--- src/rtl/ISO14443A_pkg.sv ---
// ISO14443A_pkg: shared ISO/IEC 14443-A definitions for the RX/TX paths.
//   CRC_A constants, a single-byte CRC_A update function and the
//   receive-frame FSM state type.
package ISO14443A_pkg;

    localparam logic [15:0] CRC_A_INIT           = 16'h6363;
    localparam logic [15:0] CRC_A_POLY_REFLECTED = 16'h8408;
    localparam logic [15:0] CRC_A_RESIDUE        = 16'h0000;

    typedef enum logic [1:0] {
        IDLE,
        RECEIVING,
        PENDING
    } RxFrameState;

    // One full byte, LSB first, reflected polynomial, no final XOR.
    function automatic logic [15:0] crc_a_byte(input logic [15:0] crc, input logic [7:0] data);
        logic [15:0] c;
        c = crc ^ {8'h00, data};
        for (int i = 0; i < 8; i++) begin
            c = c[0] ? ((c >> 1) ^ CRC_A_POLY_REFLECTED) : (c >> 1);
        end
        return c;
    endfunction

endpackage

--- src/rtl/crc_a.sv ---
// crc_a: registered CRC_A accumulator.
//   clk, rst_n : clock, async active-low reset (register resets to CRC_A_INIT)
//   init       : load CRC_A_INIT (wins over en)
//   en, data   : fold one full byte into the CRC
//   crc        : current CRC register
module crc_a
    import ISO14443A_pkg::*;
(
    input  logic        clk,
    input  logic        rst_n,
    input  logic        init,
    input  logic        en,
    input  logic [7:0]  data,
    output logic [15:0] crc
);

    always_ff @(posedge clk or negedge rst_n) begin
        if (!rst_n) begin
            crc <= CRC_A_INIT;
        end else if (init) begin
            crc <= CRC_A_INIT;
        end else if (en) begin
            crc <= crc_a_byte(crc, data);
        end
    end

endmodule

--- src/rtl/rx_frame_assembler.sv ---
// rx_frame_assembler: collects frame_decode bytes of one PCD frame into a
// local buffer, runs CRC_A over full bytes and presents a frame summary at
// EOC, held until frame_ack.
//   fd_*           : soc/eoc/data/error pulses from frame_decode
//   frame_*        : summary, valid while frame_valid (otherwise 0)
//   rd_addr/rd_data: synchronous buffer read, 1-cycle latency
//   overrun        : pulse when SOC arrives while a frame is pending
module rx_frame_assembler
    import ISO14443A_pkg::*;
#(
    parameter  int MAX_BYTES = 32,
    localparam int LEN_W     = $clog2(MAX_BYTES + 1)
) (
    input  logic             clk,
    input  logic             rst_n,
    input  logic             fd_soc,
    input  logic             fd_eoc,
    input  logic [7:0]       fd_data,
    input  logic [2:0]       fd_data_bits,
    input  logic             fd_data_valid,
    input  logic             fd_sequence_error,
    input  logic             fd_parity_error,
    output logic             frame_valid,
    input  logic             frame_ack,
    output logic [LEN_W-1:0] frame_len,
    output logic [2:0]       frame_last_bits,
    output logic             frame_crc_ok,
    output logic             frame_parity_error,
    output logic             frame_sequence_error,
    output logic             frame_overflow,
    input  logic [LEN_W-1:0] rd_addr,
    output logic [7:0]       rd_data,
    output logic             overrun
);

    localparam int              AW      = $clog2(MAX_BYTES);
    localparam logic [LEN_W-1:0] MAX_LEN = LEN_W'(MAX_BYTES);
    localparam logic [LEN_W-1:0] MIN_LEN = LEN_W'(3);

    RxFrameState state, state_nxt;

    logic [LEN_W-1:0] count;
    logic [2:0]       last_bits;
    logic             par_err, seq_err, ovf;
    logic [15:0]      crc;
    logic [7:0]       buf_mem [MAX_BYTES];

    // SOC restarts the frame from IDLE or RECEIVING; in PENDING it is an overrun.
    logic       restart, rx_data, store, pend;
    logic [7:0] mask;

    assign restart = (state != PENDING) && fd_soc;
    assign rx_data = (state == RECEIVING) && !fd_soc && fd_data_valid;
    assign store   = rx_data && (count < MAX_LEN);
    assign mask    = (fd_data_bits == 3'd0) ? 8'hFF : 8'((9'h1 << fd_data_bits) - 9'h1);
    assign pend    = (state == PENDING);

    always_ff @(posedge clk or negedge rst_n) begin
        if (!rst_n) state <= IDLE;
        else        state <= state_nxt;
    end

    always_comb begin
        state_nxt = state;
        case (state)
            IDLE:      if (fd_soc) state_nxt = RECEIVING;
            RECEIVING: if (fd_soc) state_nxt = RECEIVING;
                       else if (fd_eoc) state_nxt = PENDING;
            PENDING:   if (frame_ack) state_nxt = IDLE;
            default:   state_nxt = IDLE;
        endcase
    end

    // Partial bytes never enter the CRC.
    crc_a u_crc (
        .clk   (clk),
        .rst_n (rst_n),
        .init  (restart),
        .en    (store && (fd_data_bits == 3'd0)),
        .data  (fd_data),
        .crc   (crc)
    );

    // Data and error pulses land in the same edge as EOC, so the summary
    // seen in PENDING already includes them.
    always_ff @(posedge clk or negedge rst_n) begin
        if (!rst_n) begin
            count     <= '0;
            last_bits <= 3'd0;
            par_err   <= 1'b0;
            seq_err   <= 1'b0;
            ovf       <= 1'b0;
            overrun   <= 1'b0;
        end else begin
            overrun <= pend && fd_soc;
            if (restart) begin
                count     <= '0;
                last_bits <= 3'd0;
                par_err   <= 1'b0;
                seq_err   <= 1'b0;
                ovf       <= 1'b0;
            end else if (state == RECEIVING) begin
                if (store) begin
                    count     <= count + 1'b1;
                    last_bits <= fd_data_bits;
                end
                if (rx_data && !store) ovf     <= 1'b1;
                if (fd_parity_error)   par_err <= 1'b1;
                if (fd_sequence_error) seq_err <= 1'b1;
            end
        end
    end

    // Buffer RAM: no reset so it maps onto memory.
    always_ff @(posedge clk) begin
        if (store) buf_mem[count[AW-1:0]] <= fd_data & mask;
    end

    always_ff @(posedge clk or negedge rst_n) begin
        if (!rst_n)                rd_data <= 8'h00;
        else if (rd_addr < MAX_LEN) rd_data <= buf_mem[rd_addr[AW-1:0]];
        else                       rd_data <= 8'h00;
    end

    // Internal state is frozen in PENDING, so gating it gives a held summary.
    assign frame_valid          = pend;
    assign frame_len            = pend ? count : '0;
    assign frame_last_bits      = pend ? last_bits : 3'd0;
    assign frame_parity_error   = pend && par_err;
    assign frame_sequence_error = pend && seq_err;
    assign frame_overflow       = pend && ovf;
    assign frame_crc_ok         = pend && (crc == CRC_A_RESIDUE) && (count >= MIN_LEN)
                                  && (last_bits == 3'd0) && !par_err && !seq_err && !ovf;

endmodule

--- config.mk ---
export PLATFORM = sky130hd
export DESIGN_NAME = rx_frame_assembler
export DESIGN_NICKNAME = d
export VERILOG_FILES = /design/src/rtl/ISO14443A_pkg.sv /design/src/rtl/crc_a.sv /design/src/rtl/rx_frame_assembler.sv
export SDC_FILE = /design/constraint.sdc
export NUM_CORES = 1
export LEC_CHECK = 0
export CORE_ASPECT_RATIO = 1.25
export CORE_MARGIN = 2
export CORE_UTILIZATION = 55
export DETAILED_ROUTE_END_ITERATION = 8
export PLACE_DENSITY = 0.76
export SLEW_MARGIN = 20
export SYNTH_ARGS = -nofsm -noshare
export SYNTH_HDL_FRONTEND = slang
export SYNTH_SLANG_ARGS = --single-unit
--- constraint.sdc ---
create_clock -name clk -period 1.9 [get_ports clk]
set_input_delay 0.38 -clock clk [delete_from_list [all_inputs] [get_ports clk]]
set_output_delay 0.38 -clock clk [all_outputs]
set_load 0.05 [all_outputs]
==> impl_metrics.ini <==
[outcome]
status = finished, violations left
violations = setup timing

[detailed_routing]
num_vias = 6556
first_pass_iters = 5
postRouteAntennaNets = 0
dr.first_iter.drc_count = 764
drt-vias-per-instance = 6.03
route.detailed.drc = 0
wl_per_cell_um = 24.9
drt-total-wl_mm = 27.1

[finish]
diodes = 0
syn2layout_area_growth_pct = 23.3
drive_above_1_share = 0.344
utilization = 0.689
stdcell_area_um2 = 14800
final_nets = 820

[yosys]
synthTopCellsByArea = edfxtp_1, mux4_2, dfrtp_1
synthCells = 657
yosys-top-cells-count = edfxtp_1, mux4_2, nor2_1
synth_area_leader_cell = edfxtp_1
synth_xor_area_frac = 0.0212
synth_top_family_by_area = multiplexers
yosysMostFrequentCell = edfxtp_1
synthMuxAreaShare = 0.147
synth-seq-cells = 295
synth_edf_count = 256
synth_top_area_share = 0.641
synthAdderAreaFrac = 0.00521
async_reset_ff_frac = 0.132
syn_area_per_cell_um2 = 18.3
syn-num-nets = 687
synth_compound_area_frac = 0.0274
synth_area_um2 = 12000
synthSimpleGateAreaFrac = 0.0576
synth_ff_type = edfxtp_1
yosysUniqueCellTypes = 44
yosysWarningCount = 0
ys_seq_area_frac = 0.723

[floorplanning]
top_level_ports = 48
initial_core_util = 0.559
fp.coreArea_um2 = 21500
rows = 60
die_area_um2 = 23000
die_h_um = 169
die_width_um = 136

[worst_setup_path]
crit_slowest_cell = dfrtp_1
required_ps = 1520
worstSetupPathType = register to output port
crit_buf_inv = 1
r2r_cells = 6
crit_start = u_crc.crc[4]$_DFFE_PN0P_
cp_max_fo = 2
end_kind = output port
r2r_slack_ps = 60
critPathLaunchType = register
crit_cells = 4
r2r_start = state[1]$_DFFE_PN0P_
endpoint = frame_crc_ok
cp_top_family = simple AND/OR/NAND/NOR gates
cp.arrival_ps = 1870
crit_chain = nor4_4, nand4_1, nor3_2, buf_12
critPathMaxStageDelay_ps = 410
r2r-end = buf_mem[27][4]$_DFFE_PP_

[run]
cap_violations = 0

[timing]
timing.final.crit_period_ps = 2250
rsz0062_at_grt = yes
tightest_slew_ps = 556
clock.fmax_ghz = 0.445
period_share = 1.18
finalMaxSlewViolations = 0
layout_setup_ws_ps = -347
clock_skew_ps = 13.2
hold_violations = 0
setup_violations = 13
max_slew_margin = 0.629

[cts]
clk_pin_slew_ps = 70
clk_path_buf_depth = 3
clk-insertion-delay-late_ps = 530
root_buffer = clkbuf_16
clock-sinks = 295
cts_tree = built
htree_levels = 1
cts_buffers = 27

[power_and_ir_drop]
leakagePower_nw = 5.06
vdd_ir_drop_max_mv = 0.750
power.density_nw_per_um2 = 896

[hold_path]
hold_class = input port to register

[placed_design]
dpl-instance-area_um2 = 13700
port_buffers = 47
gp_congestion = 0.897
place_ws_ps = -305
dpl.hpwl_mm = 17.7

[global_routing]
grt-ovfl-total = 0
antenna_found_initial = 0
grt_pass1_wl_mm = 40.7
grt_pass1_vias = 6718
track_usage = 0.241
grt_max_degree = 40
==> report_power, final <==
part	internal, W	switching (W)	total (W)
logic	0.000484	0.000591	0.00108
registers	0.00710	0.0000355	0.00713
clock network	0.00274	0.00230	0.00505
total	0.0103	0.00293	0.0133
==> final cells by class <==
class	count	area (µm²)
multi-input combinational	323	3440
fill	1332	6680
clock buffer	27	676
timing repair buffer	139	1490
tap	279	349
inverter	4	15.0
clock inverter	21	144
sequential	295	8670
==> stage by stage <==
stage | total power, W | instances | hold WS [ps] | TNS [ps]
after CTS | 0.0133 | 1076 | 459 | -438
after detailed placement | 0.00829 | 1025 | 467 | -65360
after floorplan | 0.00784 | 657 | 84.4 | -30690
after global routing | 0.0136 | 1088 | 476 | -2620
final | 0.0133 | 1088 | 462 | -1780
after global placement | 0.00827 | 1025 | 463 | -52440
==> kinds of logic (layout without fill, tap and decap cells) <==
group,after synthesis,count (layout)
buf+inv,39,191
simple gates,142,142
xor+xnor,29,29
mux,96,96
flops,295,295
compound gates,51,51
fa+ha+maj,5,5
==> worst min path at each step <==
stage | startpoint | end | cells past startpoint
detailed placement | state[1]$_DFFE_PN0P_ | state[0]$_DFFE_PN0P_ | 1
finish | frame_ack | state[1]$_DFFE_PN0P_ | 3
CTS | frame_ack | state[1]$_DFFE_PN0P_ | 3
floorplan | rst_n | count[0]$_DFFE_PN0P_ | 0
global route | frame_ack | state[1]$_DFFE_PN0P_ | 3
global placement | state[1]$_DFFE_PN0P_ | state[0]$_DFFE_PN0P_ | 1
==> routing by layer <==
| layer | part of all wire | track usage | up-vias |
|---|---|---|---|
| met4 | 0.032 | 0.0829 | 0 |
| met3 | 0.068 | 0.0439 | 52 |
| met1 | 0.38 | 0.320 | 3347 |
| met2 | 0.52 | 0.404 | 300 |
| met5 | 0 | 0 | - |
| li1 | - | - | 2857 |
==> state kept, by name, summed over array words and instances, names as in the netlist <==
register / flops
par_err: 1
count: 6
rd_data: 8
overrun: 1
state: 2
u_crc.crc: 16
last_bits: 3
seq_err: 1
buf_mem: 256
ovf: 1
==> placed cells by master (no fill, tap or decap), types with 5 or more instances in the layout <==
master	Yosys	routed
a21oi_1	16	16
a22oi_1	7	7
and2_4	0	12
and3_1	6	6
buf_12	1	28
buf_4	4	70
buf_6	4	7
clkbuf_16	0	28
clkdlybuf4s50_1	0	20
clkinv_1	0	5
clkinv_2	0	9
dfrtp_1	31	31
dfstp_2	8	8
dlygate4sd2_1	0	9
edfxtp_1	256	256
ha_1	5	5
mux2i_1	30	30
mux4_2	63	63
nand2_1	16	13
nand3_1	15	15
nor2_1	61	38
nor2_4	0	23
o211ai_1	5	5
o21ai_0	8	8
xnor2_1	21	21
xor2_1	8	8
==> repair_timing <==
| item | CTS | global route |
|---|---|---|
| buffers inserted | 2 | 11 |
| resized for setup | 30 | 10 |
| pin swaps | 10 | 6 |
| endpoints found under the hold margin | 31 | 0 |
| gates cloned | 0 | 1 |
| hold buffers | 1 | 0 |
| endpoints found under the setup margin | 22 | 241 |
==> tightest hold or removal path: cells and delay by family <==
family / cells / cell delay [ps]
buf+inv: 2 / 450
compound gates: 1 / 110
(Power assumes the default switching activity.)
